===== config.mk =====
export PLATFORM = sky130hd
export DESIGN_NAME = reg_write_arbiter
export DESIGN_NICKNAME = d
export VERILOG_FILES = /design/src/rtl/reg_write_arbiter_pkg.sv /design/src/rtl/reg_write_arbiter_rr_pick.sv /design/src/rtl/reg_write_arbiter.sv
export SDC_FILE = /design/constraint.sdc
export NUM_CORES = 1
export LEC_CHECK = 0
export ABC_CLOCK_PERIOD_IN_PS = 2700
export CAP_MARGIN = 5
export CORE_UTILIZATION = 40
export DETAILED_ROUTE_END_ITERATION = 10
export PLACE_DENSITY = 0.89
export SETUP_SLACK_MARGIN = 0.2
export SYNTH_ARGS = -nofsm -noshare
export SYNTH_HDL_FRONTEND = slang
export SYNTH_SLANG_ARGS = --single-unit

===== constraint.sdc =====
create_clock -name clk -period 2.7 [get_ports clk]
set_input_delay 0.27 -clock clk [delete_from_list [all_inputs] [get_ports clk]]
set_output_delay 0.27 -clock clk [all_outputs]
set_load 0.01 [all_outputs]

===== src/rtl/reg_write_arbiter_pkg.sv =====
// Shared defaults and helpers for the round-robin register write arbiter.
// Users import this package with: import reg_write_arbiter_pkg::*;
package reg_write_arbiter_pkg;

    localparam int WORD_SIZE_DEF = 8;
    localparam int NREQ_DEF      = 4;
    localparam int MAX_NREQ      = 8;

    // Index width for a given count. Never narrower than one bit.
    function automatic int clog2(input int value);
        int width;
        width = 0;
        for (int i = 0; i < 32; i++) begin
            if ((1 << width) < value) begin
                width = width + 1;
            end else begin
                width = width;
            end
        end
        return (width < 1) ? 1 : width;
    endfunction

    function automatic logic [MAX_NREQ-1:0] one_hot(input int idx);
        logic [MAX_NREQ-1:0] vec;
        vec      = '0;
        vec[idx] = 1'b1;
        return vec;
    endfunction

endpackage


===== src/rtl/reg_write_arbiter_rr_pick.sv =====
// Combinational round-robin picker.
// It finds the first set request at or after ptr, wrapping from NREQ-1 back to 0.
module rr_pick
    import reg_write_arbiter_pkg::*;
#(
    parameter int NREQ = NREQ_DEF,
    parameter int IDW  = clog2(NREQ)
) (
    input  logic [NREQ-1:0] req_masked,
    input  logic [IDW-1:0]  ptr,
    output logic            valid,
    output logic [IDW-1:0]  winner
);

    logic [2*NREQ-1:0] doubled_s;
    logic [NREQ-1:0]   rotated_s;

    // Shifting the doubled vector down by ptr rotates it, so bit 0 holds the ptr slot.
    assign doubled_s = {req_masked, req_masked};
    assign rotated_s = NREQ'(doubled_s >> ptr);

    // Scan downward so that the lowest rotated offset (nearest to ptr) is written last and wins.
    always_comb begin
        valid  = 1'b0;
        winner = '0;
        for (int k = NREQ - 1; k >= 0; k--) begin
            winner = rotated_s[k] ? IDW'((int'(ptr) + k) % NREQ) : winner;
            valid  = valid | rotated_s[k];
        end
    end

endmodule


===== src/rtl/reg_write_arbiter.sv =====
// Round-robin write arbiter for one shared register.
// It registers the winner's data, pulses reg_we_n low for one cycle and acks the winner.
module reg_write_arbiter
    import reg_write_arbiter_pkg::*;
#(
    parameter int WordSize = WORD_SIZE_DEF,
    parameter int NREQ     = NREQ_DEF,
    parameter int IDW      = clog2(NREQ)
) (
    input  logic                     clk,
    input  logic                     rst_n,
    input  logic [NREQ-1:0]          req,
    input  logic [NREQ*WordSize-1:0] req_data,
    output logic [NREQ-1:0]          ack,
    output logic                     reg_we_n,
    output logic [WordSize-1:0]      reg_data,
    output logic [IDW-1:0]           gnt_id,
    output logic                     busy
);

    logic [NREQ-1:0]     masked_s;
    logic                pick_valid_s;
    logic [IDW-1:0]      pick_idx_s;
    logic [IDW-1:0]      ptr_r;
    logic [IDW-1:0]      ptr_next_s;
    logic [NREQ-1:0]     win_ack_s;
    logic [WordSize-1:0] win_data_s;

    // A requester acked this cycle still shows req; masking it stops a second grant.
    assign masked_s   = req & ~ack;
    assign win_data_s = req_data[int'(pick_idx_s) * WordSize +: WordSize];
    assign win_ack_s  = NREQ'(one_hot(int'(pick_idx_s)));
    assign ptr_next_s = (pick_idx_s == IDW'(NREQ - 1)) ? '0 : pick_idx_s + 1'b1;

    rr_pick #(
        .NREQ (NREQ),
        .IDW  (IDW)
    ) u_rr_pick (
        .req_masked (masked_s),
        .ptr        (ptr_r),
        .valid      (pick_valid_s),
        .winner     (pick_idx_s)
    );

    // Grant register: all arbiter state, with reset cancelling any grant in flight.
    always_ff @(posedge clk) begin
        if (!rst_n) begin
            ptr_r    <= '0;
            reg_we_n <= 1'b1;
            ack      <= '0;
            gnt_id   <= '0;
            reg_data <= '0;
            busy     <= 1'b0;
        end else if (pick_valid_s) begin
            ptr_r    <= ptr_next_s;
            reg_we_n <= 1'b0;
            ack      <= win_ack_s;
            gnt_id   <= pick_idx_s;
            reg_data <= win_data_s;
            busy     <= 1'b1;
        end else begin
            reg_we_n <= 1'b1;
            ack      <= '0;
            busy     <= 1'b0;
        end
    end

endmodule


==> load_flow_metrics.sql, run 1 <==
INSERT INTO impl_metrics (metric_group, metric, value, unit) VALUES
('setup_path', 'critical_path.startpoint', 'ptr_r[1]$_SDFFE_PN0N_', ''),
('hold_path', 'holdCritPathClass', 'reg -> reg', ''),
('global_routing', 'grt_pass1_wl', '3970', 'um'),
('place', 'dpl.hpwl', '2020', 'um'),
('logic_synthesis', 'synth_enable_flop_cells', '0', ''),
('cts', 'clock_tree.htree_level_count', '1', ''),
('route', 'post_drt_wl_per_cell', '14.1', 'um'),
('die', 'start_util', '0.419', ''),
('route', 'via_count', '963', ''),
('setup_path', 'worst_setup_path_start_kind', 'register', ''),
('route', 'detailed_route_iter0_violations', '11', ''),
('outcome', 'status', 'finished, final reports clean', ''),
('timing', 'worst_slew_pin_slew', '562', 'ps'),
('timing', 'final-hold-violation-count', '0', ''),
('power_and_ir_drop', 'vdd_drop_max', '0.547', 'mV'),
('finish', 'multi_input_comb_area', '617', 'sq um'),
('finish', 'filler_cell_count', '184', ''),
('die', 'i_o_pin_total', '54', ''),
('cts', 'tritoncts.num_buffers', '3', ''),
('cts', 'cts-root-buf', 'sky130_fd_sc_hd__clkbuf_4', ''),
('logic_synthesis', 'synth_top_cells_by_area', 'sky130_fd_sc_hd__dfxtp_1 35%, sky130_fd_sc_hd__mux2i_1 16%, sky130_fd_sc_hd__o221ai_2 12%, sky130_fd_sc_hd__ha_1 4.9%, sky130_fd_sc_hd__buf_12 3.9%', ''),
('cts', 'post_cts_gate_resize_count', '0', ''),
('cts', 'cts_tree', 'built', ''),
('logic_synthesis', 'post_synth_instance_area', '1030', 'sq um'),
('die', 'rows', '18', ''),
('cts', 'ctsLongestPathBuffers', '2', ''),
('logic_synthesis', 'synth-main-ff-cell', 'sky130_fd_sc_hd__dfxtp_1', ''),
('timing', 'rsz0062_at_grt', 'false', ''),
('global_routing', 'grt_pass1_vias', '919', ''),
('logic_synthesis', 'synth_top_family_by_area', 'simple AND/OR/NAND/NOR gates', ''),
('logic_synthesis', 'synthAdderAreaFrac', '0.0486', ''),
('route', 'vias_per_cell', '5.35', ''),
('timing', 'post-route-min-period', '1830', 'ps'),
('logic_synthesis', 'synth_most_common_cell', 'sky130_fd_sc_hd__dfxtp_1', ''),
('setup_path', 'cp_data_required_time', '2930', 'ps'),
('logic_synthesis', 'synthArstFlopShare', '0', ''),
('cts', 'clock_edge_transition_at_the_registers_on_the_reported_setup_and_hold_paths', '100', 'ps'),
('logic_synthesis', 'syn-num-nets', '137', ''),
('logic_synthesis', 'yosys_register_bits', '18', ''),
('logic_synthesis', 'synthDistinctLibCells', '26', ''),
('global_routing', 'globalRouteOverflowTotal', '0', ''),
('power_and_ir_drop', 'cellLeakagePower', '0.680', 'nW'),
('global_routing', 'largest_net_degree_at_the_start_of_global_routing', '21', ''),
('logic_synthesis', 'avgSynthCellArea', '10.8', 'sq um'),
('finish', 'layout.nets', '193', ''),
('setup_path', 'endpoint_kind', 'register', ''),
('setup_path', 'criticalPathCategory', 'reg -> reg', ''),
('die', 'dieHeight', '52.7', 'um'),
('place', 'place_congestion', '0.754', ''),
('place', 'place.detailed.instances', '176', ''),
('route', 'detailedRoute.firstPassIterationCount', '4', ''),
('finish', 'antenna_cells', '0', ''),
('logic_synthesis', 'synth_simple_gate_area_frac', '0.209', ''),
('finish', 'synthToLayoutAreaGrowth', '57.4', '%'),
('timing', 'max-slew-margin-rel', '0.624', ''),
('logic_synthesis', 'synth_xor_area_frac', '0', ''),
('finish', 'post_layout_nonfiller_instances', '180', ''),
('cts', 'clkLatencyLatePin', '300', 'ps'),
('route', 'ant_nets', '0', ''),
('logic_synthesis', 'synth_top_cell_by_area', 'sky130_fd_sc_hd__dfxtp_1', ''),
('cts', 'cts_setup_buffers', '0', ''),
('die', 'die_area', '2780', 'sq um'),
('die', 'fp.dieW', '52.7', 'um'),
('power_and_ir_drop', 'power.density_cell_area', '797', 'nW/um^2'),
('hold_path', 'worstHoldStart', 'gnt_id[1]$_SDFFE_PN0N_', ''),
('job', 'drv.max_cap_violation_count', '0', ''),
('timing', 'finalSetupViolations', '0', ''),
('global_routing', 'groute.usage.overall', '0.197', ''),
('setup_path', 'r2r_start', 'ptr_r[1]$_SDFFE_PN0N_', ''),
('setup_path', 'worst-endpoint-arrival', '2060', 'ps'),
('logic_synthesis', 'synth_sequential_area_ratio', '0.350', '');
-- power breakdown --
group | switching, mW | internal, mW | total (mW) | leakage (nW)
clock network | 0.0868 | 0.0822 | 0.169 | 0.0210
registers | 0.0614 | 0.356 | 0.417 | 0.149
logic | 0.322 | 0.383 | 0.704 | 0.510
-- routing by layer --
metal / global-route usage / routed length, um
met3: 0.0406 / 84
met2: 0.359 / 1400
met4: 0.0570 / 28
met1: 0.228 / 1040
met5: 0 / 0
-- registers in the layout, indices dropped and copies added (netlist names) --
name,count
ack,4
busy,1
gnt_id,2
ptr_r,2
reg_data,8
reg_we_n,1
-- cell families (layout without fill, tap and decap cells) --
family | Yosys count | in the layout
buf+inv | 7 | 62
fa+ha+maj | 4 | 4
flops | 18 | 18
mux | 16 | 16
simple gates | 33 | 33
compound gates | 17 | 17
-- path summary, 6_finish.rpt --
check	endpoint	depth (start not counted)	slack [ps]
worst max-delay path	ptr_r[1]$_SDFFE_PN0N_	8	870
worst min-delay path	gnt_id[1]$_SDFFE_PN0N_	2	470
worst max register to register	ptr_r[1]$_SDFFE_PN0N_	8	870
worst min register to register	gnt_id[1]$_SDFFE_PN0N_	2	470
-- layout by cell type, fill, tap and decap left out --
master	instances
sky130_fd_sc_hd__o311ai_1	1
sky130_fd_sc_hd__nand3b_1	1
sky130_fd_sc_hd__nand2_4	2
sky130_fd_sc_hd__and3_1	5
sky130_fd_sc_hd__nand3_1	8
sky130_fd_sc_hd__inv_2	3
sky130_fd_sc_hd__buf_4	1
sky130_fd_sc_hd__nor2_2	1
sky130_fd_sc_hd__and2_4	1
sky130_fd_sc_hd__nand2b_1	2
sky130_fd_sc_hd__or4b_4	1
sky130_fd_sc_hd__nand2_1	5
sky130_fd_sc_hd__clkdlybuf4s50_1	53
sky130_fd_sc_hd__or4bb_1	1
sky130_fd_sc_hd__o21a_1	1
sky130_fd_sc_hd__ha_1	4
sky130_fd_sc_hd__nor2b_1	4
sky130_fd_sc_hd__clkbuf_4	3
sky130_fd_sc_hd__a21oi_1	2
sky130_fd_sc_hd__o21bai_1	1
sky130_fd_sc_hd__mux2i_1	16
sky130_fd_sc_hd__o221ai_1	1
sky130_fd_sc_hd__buf_12	1
sky130_fd_sc_hd__clkbuf_8	1
sky130_fd_sc_hd__or4_4	1
sky130_fd_sc_hd__dfxtp_1	18
sky130_fd_sc_hd__o221ai_2	8
sky130_fd_sc_hd__a21boi_1	3
sky130_fd_sc_hd__nor4_2	1
-- cell type report --
cell class / count / share of cell area
sequential: 18 / 0.222
tap: 30 / 0.0232
timing repair buffer: 55 / 0.344
clock buffer: 4 / 0.0224
multi-input combinational: 70 / 0.381
inverter: 3 / 0.00695
-- per-stage QoR --
step / hold slack [ps] / power, mW / setup slack, ps / cell area [sq um] / utilization
after floorplan: 416 / 0.866 / 941 / 1030 / -
after global placement: 449 / 1.10 / 629 / 1580 / 0.645
after detailed placement: 450 / 1.13 / 577 / 1580 / 0.645
after CTS: 468 / 1.30 / 865 / 1620 / 0.660
after global routing: 500 / 1.37 / 712 / 1620 / 0.660
final: 467 / 1.29 / 874 / 1620 / 0.660
-- worst max-delay path, stage by stage (launching register included) --
cell	delay (ps)
sky130_fd_sc_hd__dfxtp_1	450
sky130_fd_sc_hd__nand3b_1	160
sky130_fd_sc_hd__and3_1	230
sky130_fd_sc_hd__o221ai_2	200
sky130_fd_sc_hd__buf_12	210
sky130_fd_sc_hd__inv_2	60
sky130_fd_sc_hd__ha_1	270
sky130_fd_sc_hd__nand2_1	50
sky130_fd_sc_hd__a21boi_1	130
Power figures use the tool's default switching activity.
==> inputs of run 2 (changes only) <==
- ABC_CLOCK_PERIOD_IN_PS: 2700 -> 1700
- CORE_ASPECT_RATIO: default -> 0.5
- CORE_UTILIZATION: 40 -> 39
- PLACE_DENSITY: 0.89 -> 0.87
- clock period: 2.7 -> 1.7 ns (I/O delays scaled with it)
==> load_flow_metrics.sql, run 2 (same netlist as run 1, synthesis figures left out) <==
INSERT INTO impl_metrics (metric_group, metric, value, unit) VALUES
('cts', 'clkLatencyLatePin', '260', 'ps'),
('cts', 'cts_tree', 'built', ''),
('hold_path', 'holdCritPathClass', 'reg -> reg', ''),
('timing', 'max-slew-margin-rel', '0.748', ''),
('timing', 'final.setup_skew', '1.50', 'ps'),
('cts', 'post_cts_hold_buffer_count', '0', ''),
('setup_path', 'cp_data_required_time', '1850', 'ps'),
('route', 'drt-total-wl', '4350', 'um'),
('setup_path', 'worst_setup_path_start_kind', 'register', ''),
('timing', 'worst_slew_pin_slew', '377', 'ps'),
('global_routing', 'globalRouteOverflowTotal', '0', ''),
('power_and_ir_drop', 'switchingPower', '1.06', 'mW'),
('global_routing', 'largest_net_degree_at_the_start_of_global_routing', '17', ''),
('global_routing', 'grt_pass1_vias', '1145', ''),
('setup_path', 'worst-endpoint-arrival', '1950', 'ps'),
('die', 'core-area', '2360', 'sq um'),
('die', 'die_area', '2860', 'sq um'),
('cts', 'cts-root-buf', 'sky130_fd_sc_hd__clkbuf_8', ''),
('setup_path', 'endpoint_kind', 'register', ''),
('finish', 'synthToLayoutAreaGrowth', '95.6', '%'),
('timing', 'holdWs', '472', 'ps'),
('timing', 'post-route-worst-setup-slack', '-103', 'ps'),
('power_and_ir_drop', 'power.density_cell_area', '1420', 'nW/um^2'),
('timing', 'final-max-slew-violation-count', '0', ''),
('finish', 'post_layout_nonfiller_instances', '204', ''),
('power_and_ir_drop', 'p_sw_frac', '0.371', ''),
('finish', 'fraction_of_final_layout_cells_sized_beyond_drive_strength_1', '0.396', ''),
('die', 'i_o_pin_total', '54', ''),
('power_and_ir_drop', 'cellLeakagePower', '0.810', 'nW'),
('route', 'detailed_route_iter0_violations', '33', ''),
('timing', 'finalSetupViolations', '13', ''),
('place', 'io_buffer_count', '53', ''),
('timing', 'max_freq', '0.555', 'GHz'),
('global_routing', 'grt_pass1_wl', '5530', 'um'),
('setup_path', 'crit_path_max_fanout', '6', ''),
('route', 'drc', '0', ''),
('setup_path', 'criticalPathCategory', 'reg -> reg', ''),
('place', 'dpl.hpwl', '2260', 'um'),
('outcome', 'status', 'finished with violations', ''),
('power_and_ir_drop', 'intPower', '1.80', 'mW'),
('route', 'via_count', '1162', ''),
('timing', 'final-hold-violation-count', '0', ''),
('cts', 'clock_tree.htree_level_count', '1', ''),
('die', 'rows', '12', ''),
('power_and_ir_drop', 'seq_power_share', '0.239', ''),
('die', 'dieHeight', '38.3', 'um'),
('finish', 'final_cell_mix', '51 x sky130_fd_sc_hd__clkdlybuf4s50_1, 15 x sky130_fd_sc_hd__dfxtp_1, 13 x sky130_fd_sc_hd__buf_4, 8 x sky130_fd_sc_hd__nand3_1', ''),
('die', 'fp.dieW', '74.7', 'um'),
('place', 'preCtsSetupSlack', '-339', 'ps'),
('finish', 'post-route-util', '0.855', ''),
('die', 'start_util', '0.437', ''),
('cts', 'cts_sinks', '18', ''),
('finish', 'layout.nets', '212', ''),
('cts', 'tritoncts.num_buffers', '3', ''),
('finish', 'largestRegisters', 'reg_data x8, ack x4', ''),
('job', 'drv.max_cap_violation_count', '0', ''),
('power_and_ir_drop', 'comb_power_share', '0.632', ''),
('finish', 'biggest_register', 'reg_data', ''),
('timing', 'sum_neg_setup_slack', '-784', 'ps'),
('outcome', 'violations', 'setup timing', ''),
('route', 'ant_nets', '0', ''),
('timing', 'post-route-min-period', '1800', 'ps'),
('power_and_ir_drop', 'clock_power_share', '0.129', ''),
('global_routing', 'initial_antenna_violation_count', '0', ''),
('cts', 'ctsLongestPathBuffers', '2', ''),
('cts', 'clock_edge_transition_at_the_registers_on_the_reported_setup_and_hold_paths', '70', 'ps'),
('route', 'post_drt_wl_per_cell', '21.3', 'um'),
('timing', 'rsz0062_at_grt', 'true', ''),
('place', 'place.detailed.instances', '195', ''),
('timing', 'post-route-period-util', '1.06', ''),
('finish', 'antenna_cells', '0', ''),
('place', 'place_congestion', '0.829', ''),
('finish', 'filler_cell_count', '112', ''),
('finish', 'mostFrequentLayoutCell', 'sky130_fd_sc_hd__clkdlybuf4s50_1', ''),
('global_routing', 'groute.usage.overall', '0.279', ''),
('route', 'detailedRoute.firstPassIterationCount', '4', ''),
('finish', 'largest_register_ffs', '8', ''),
('route', 'vias_per_cell', '5.70', ''),
('power_and_ir_drop', 'vdd_drop_max', '0.845', 'mV');
## run 2: per-layer routing
| metal | global-route usage | wire [um] | vias to the layer above |
|---|---|---|---|
| li1 | - | - | 512 |
| met1 | 0.301 | 1770 | 577 |
| met3 | 0.0737 | 206 | 12 |
| met2 | 0.518 | 2270 | 61 |
| met5 | 0 | 0 | - |
| met4 | 0.137 | 97 | 0 |
## run 2: power by group through the flow
stage          clock (mW)  combinational, mW  sequential (mW)
2_1_floorplan           0              0.663            0.717
3_3_place_gp            0               1.21            0.661
3_5_place_dp            0               1.24            0.662
4_1_cts             0.359               1.55            0.666
5_1_grt             0.379               1.86            0.697
6_report            0.369               1.81            0.684
## run 2: critical path, cell delays in order (launching register included)
cell and delay [ps]:
sky130_fd_sc_hd__dfxtp_2 340, sky130_fd_sc_hd__or4b_4 570, sky130_fd_sc_hd__o221ai_4 90, sky130_fd_sc_hd__buf_12 160
sky130_fd_sc_hd__buf_12 130, sky130_fd_sc_hd__mux2i_2 260, sky130_fd_sc_hd__o221ai_2 120
## run 2: metrics by stage
stage	total power, mW	cell area, sq um
after floorplan	1.38	1030
after global placement	1.87	1700
after detailed placement	1.91	1700
after CTS	2.58	1920
after global routing	2.94	2010
final	2.86	2010
## run 2: worst paths after layout
path                           from                        to  slack (ps)  depth (start not counted)
max reg2reg       ack[0]$_SDFF_PN0_  reg_data[3]$_SDFFE_PN0N_        -100                          6
min          gnt_id[1]$_SDFFE_PN0N_    gnt_id[1]$_SDFFE_PN0N_         470                          2
max               ack[0]$_SDFF_PN0_  reg_data[3]$_SDFFE_PN0N_        -100                          6
min reg2reg  gnt_id[1]$_SDFFE_PN0N_    gnt_id[1]$_SDFFE_PN0N_         470                          2
## run 2: final cells by class
cell class	count	area, sq um	area share
Sequential cell	18	364	0.181
Clock buffer	4	55.1	0.0273
Tap cell	35	43.8	0.0217
Multi-Input combinational cell	70	771	0.383
Inverter	3	18.8	0.00932
Timing Repair Buffer	74	762	0.378
## run 2: repair_timing
action	in CTS	in global routing
endpoints found under the hold margin	0	0
resized for setup	28	15
setup endpoints to repair	16	17
pin swaps	11	2
cloned	2	0
buffers inserted	1	2
==> inputs of run 3 (changes only) <==
- ABC_CLOCK_PERIOD_IN_PS: 1700 -> 2300
- CORE_ASPECT_RATIO: 0.5 -> default
- CORE_UTILIZATION: 39 -> 40
- PLACE_DENSITY: 0.87 -> 0.81
- clock period: 1.7 -> 2.3 ns (I/O delays scaled with it)
==> load_flow_metrics.sql, run 3 (same netlist as run 1, synthesis figures left out) <==
INSERT INTO impl_metrics (metric_group, metric, value, unit) VALUES
('outcome', 'status', 'finished, final reports clean', ''),
('die', 'dieHeight', '52.7', 'um'),
('setup_path', 'critical_path_max_stage_delay', '470', 'ps'),
('setup_path', 'cp_data_required_time', '2540', 'ps'),
('place', 'dpl.hpwl', '2100', 'um'),
('cts', 'cts-root-buf', 'sky130_fd_sc_hd__clkbuf_4', ''),
('route', 'detailed_route_iter0_violations', '20', ''),
('timing', 'max-slew-margin-rel', '0.710', ''),
('timing', 'final-hold-violation-count', '0', ''),
('power_and_ir_drop', 'comb_power_share', '0.552', ''),
('timing', 'final-max-slew-violation-count', '0', ''),
('hold_path', 'holdCritPathClass', 'reg -> reg', ''),
('route', 'vias_per_cell', '5.31', ''),
('setup_path', 'criticalPathCategory', 'reg -> reg', ''),
('finish', 'final_cell_mix', '53 x sky130_fd_sc_hd__clkdlybuf4s50_1, 18 x sky130_fd_sc_hd__dfxtp_1, 16 x sky130_fd_sc_hd__mux2i_1, 8 x sky130_fd_sc_hd__o221ai_2, 8 x sky130_fd_sc_hd__nand3_1', ''),
('global_routing', 'grt_pass1_vias', '959', ''),
('power_and_ir_drop', 'switchingPower', '569', 'uW'),
('global_routing', 'groute.usage.overall', '0.205', ''),
('route', 'detailedRoute.firstPassIterationCount', '4', ''),
('cts', 'ctsLongestPathBuffers', '2', ''),
('power_and_ir_drop', 'vdd_drop_max', '0.610', 'mV'),
('timing', 'sum_neg_setup_slack', '0', 'ps'),
('place', 'place_congestion', '0.756', ''),
('job', 'drv.max_cap_violation_count', '0', ''),
('route', 'drt-total-wl', '2730', 'um'),
('finish', 'layout.nets', '195', ''),
('power_and_ir_drop', 'intPower', '976', 'uW'),
('setup_path', 'crit_path_max_fanout', '8', ''),
('power_and_ir_drop', 'power', '1.54', 'mW'),
('cts', 'clock_edge_transition_at_the_registers_on_the_reported_setup_and_hold_paths', '110', 'ps'),
('timing', 'worst_slew_pin_slew', '428', 'ps'),
('cts', 'post_cts_hold_buffer_count', '0', ''),
('setup_path', 'worst_setup_path_start_kind', 'register', ''),
('cts', 'post_cts_gate_resize_count', '0', ''),
('die', 'start_util', '0.419', ''),
('global_routing', 'initial_antenna_violation_count', '0', ''),
('cts', 'clkLatencyLatePin', '310', 'ps'),
('cts', 'cts_tree', 'built', ''),
('global_routing', 'largest_net_degree_at_the_start_of_global_routing', '18', ''),
('setup_path', 'crit_path_top_delay_cell', 'sky130_fd_sc_hd__dfxtp_1', ''),
('die', 'i_o_pin_total', '54', ''),
('finish', 'largestRegisters', 'reg_data x8, ack x4', ''),
('route', 'drc', '0', ''),
('route', 'ant_nets', '0', ''),
('die', 'die_area', '2780', 'sq um'),
('route', 'via_count', '967', ''),
('cts', 'cts_setup_buffers', '0', ''),
('timing', 'finalSetupViolations', '0', ''),
('die', 'core-area', '2450', 'sq um'),
('global_routing', 'globalRouteOverflowTotal', '0', ''),
('timing', 'post-route-period-util', '0.838', ''),
('finish', 'mostFrequentLayoutCell', 'sky130_fd_sc_hd__clkdlybuf4s50_1', ''),
('power_and_ir_drop', 'clock_power_share', '0.131', ''),
('finish', 'post-route-util', '0.666', ''),
('die', 'fp.dieW', '52.7', 'um'),
('timing', 'rsz0062_at_grt', 'false', ''),
('timing', 'final.setup_skew', '4.44', 'ps'),
('route', 'post_drt_wl_per_cell', '15.0', 'um'),
('timing', 'post-route-min-period', '1930', 'ps'),
('power_and_ir_drop', 'power.density_cell_area', '945', 'nW/um^2'),
('cts', 'tritoncts.num_buffers', '3', ''),
('setup_path', 'endpoint_kind', 'register', ''),
('power_and_ir_drop', 'p_sw_frac', '0.368', ''),
('finish', 'antenna_cells', '0', ''),
('setup_path', 'worst_path_cell_trace', 'nand3b_1, and3_1, o221ai_2, buf_4, inv_2, ha_1, nand2_1, a21boi_1', ''),
('finish', 'fraction_of_final_layout_cells_sized_beyond_drive_strength_1', '0.171', ''),
('place', 'io_buffer_count', '53', ''),
('timing', 'max_freq', '0.519', 'GHz'),
('cts', 'clock_tree.htree_level_count', '1', ''),
('finish', 'largest_register_ffs', '8', ''),
('global_routing', 'grt_pass1_wl', '4110', 'um'),
('setup_path', 'worst-endpoint-arrival', '2160', 'ps'),
('power_and_ir_drop', 'seq_power_share', '0.317', ''),
('die', 'rows', '18', ''),
('cts', 'cts_sinks', '18', ''),
('finish', 'synthToLayoutAreaGrowth', '58.8', '%'),
('finish', 'biggest_register', 'reg_data', ''),
('power_and_ir_drop', 'cellLeakagePower', '0.690', 'nW');
==> run 3: cell count changes in the layout (fill, tap and decap cells not counted), sizes merged <==
cell           before  now
dlygate4sd2         1    0
buf                20    4
clkdlybuf4s50      51   53
dlymetal6s2s        1    0
clkdlybuf4s15       1    0
==> run 3: worst paths after layout <==
| kind | startpoint | end | slack, ps | cells past startpoint |
|---|---|---|---|---|
| max | ptr_r[1]$_SDFFE_PN0N_ | ptr_r[1]$_SDFFE_PN0N_ | 370 | 8 |
| min | gnt_id[0]$_SDFFE_PN0N_ | gnt_id[0]$_SDFFE_PN0N_ | 460 | 2 |
| max reg2reg | ptr_r[1]$_SDFFE_PN0N_ | ptr_r[1]$_SDFFE_PN0N_ | 370 | 8 |
| min reg2reg | gnt_id[0]$_SDFFE_PN0N_ | gnt_id[0]$_SDFFE_PN0N_ | 460 | 2 |
==> run 3: final cells by class <==
cell class / instances / area [sq um]
clock buffer: 4 / 36.3
fill: 205 / 820
inverter: 3 / 11.3
multi-input combinational: 70 / 617
sequential: 18 / 360
tap: 30 / 37.5
timing repair buffer: 57 / 573
==> run 3: per-stage QoR <==
stage,instance area [sq um],std cells,hold WS [ps],setup WS (ps)
after global routing,1640,182,489,271
after floorplan,1030,95,376,541
after global placement,1600,178,442,239
after CTS,1640,182,463,361
final,1640,182,461,374
after detailed placement,1600,178,448,164
==> run 3: layer usage <==
layer	vias to the layer above	GRT usage	share of wire
met1	464	0.233	0.42
met3	5	0.0290	0.030
met4	0	0.0921	0.018
li1	473	-	-
met5	-	0	0
met2	25	0.373	0.53
==> run 3: power groups by stage <==
stage          logic (mW)  registers [mW]  clock network [mW]
5_1_grt             0.898           0.503               0.223
2_1_floorplan       0.490           0.527                   0
6_report            0.852           0.490               0.202
3_3_place_gp        0.824           0.489                   0
4_1_cts             0.856           0.490               0.207
3_5_place_dp        0.845           0.494                   0
==> run 3: critical path: cells and delay by family, from the launching register on <==
family                     cells  cell delay (ps)
DFF                            1              470
and+or+nand+nor                3              420
adders and majority gates      1              270
buffers and inverters          2              290
AOI/OAI and AO/OA              2              400
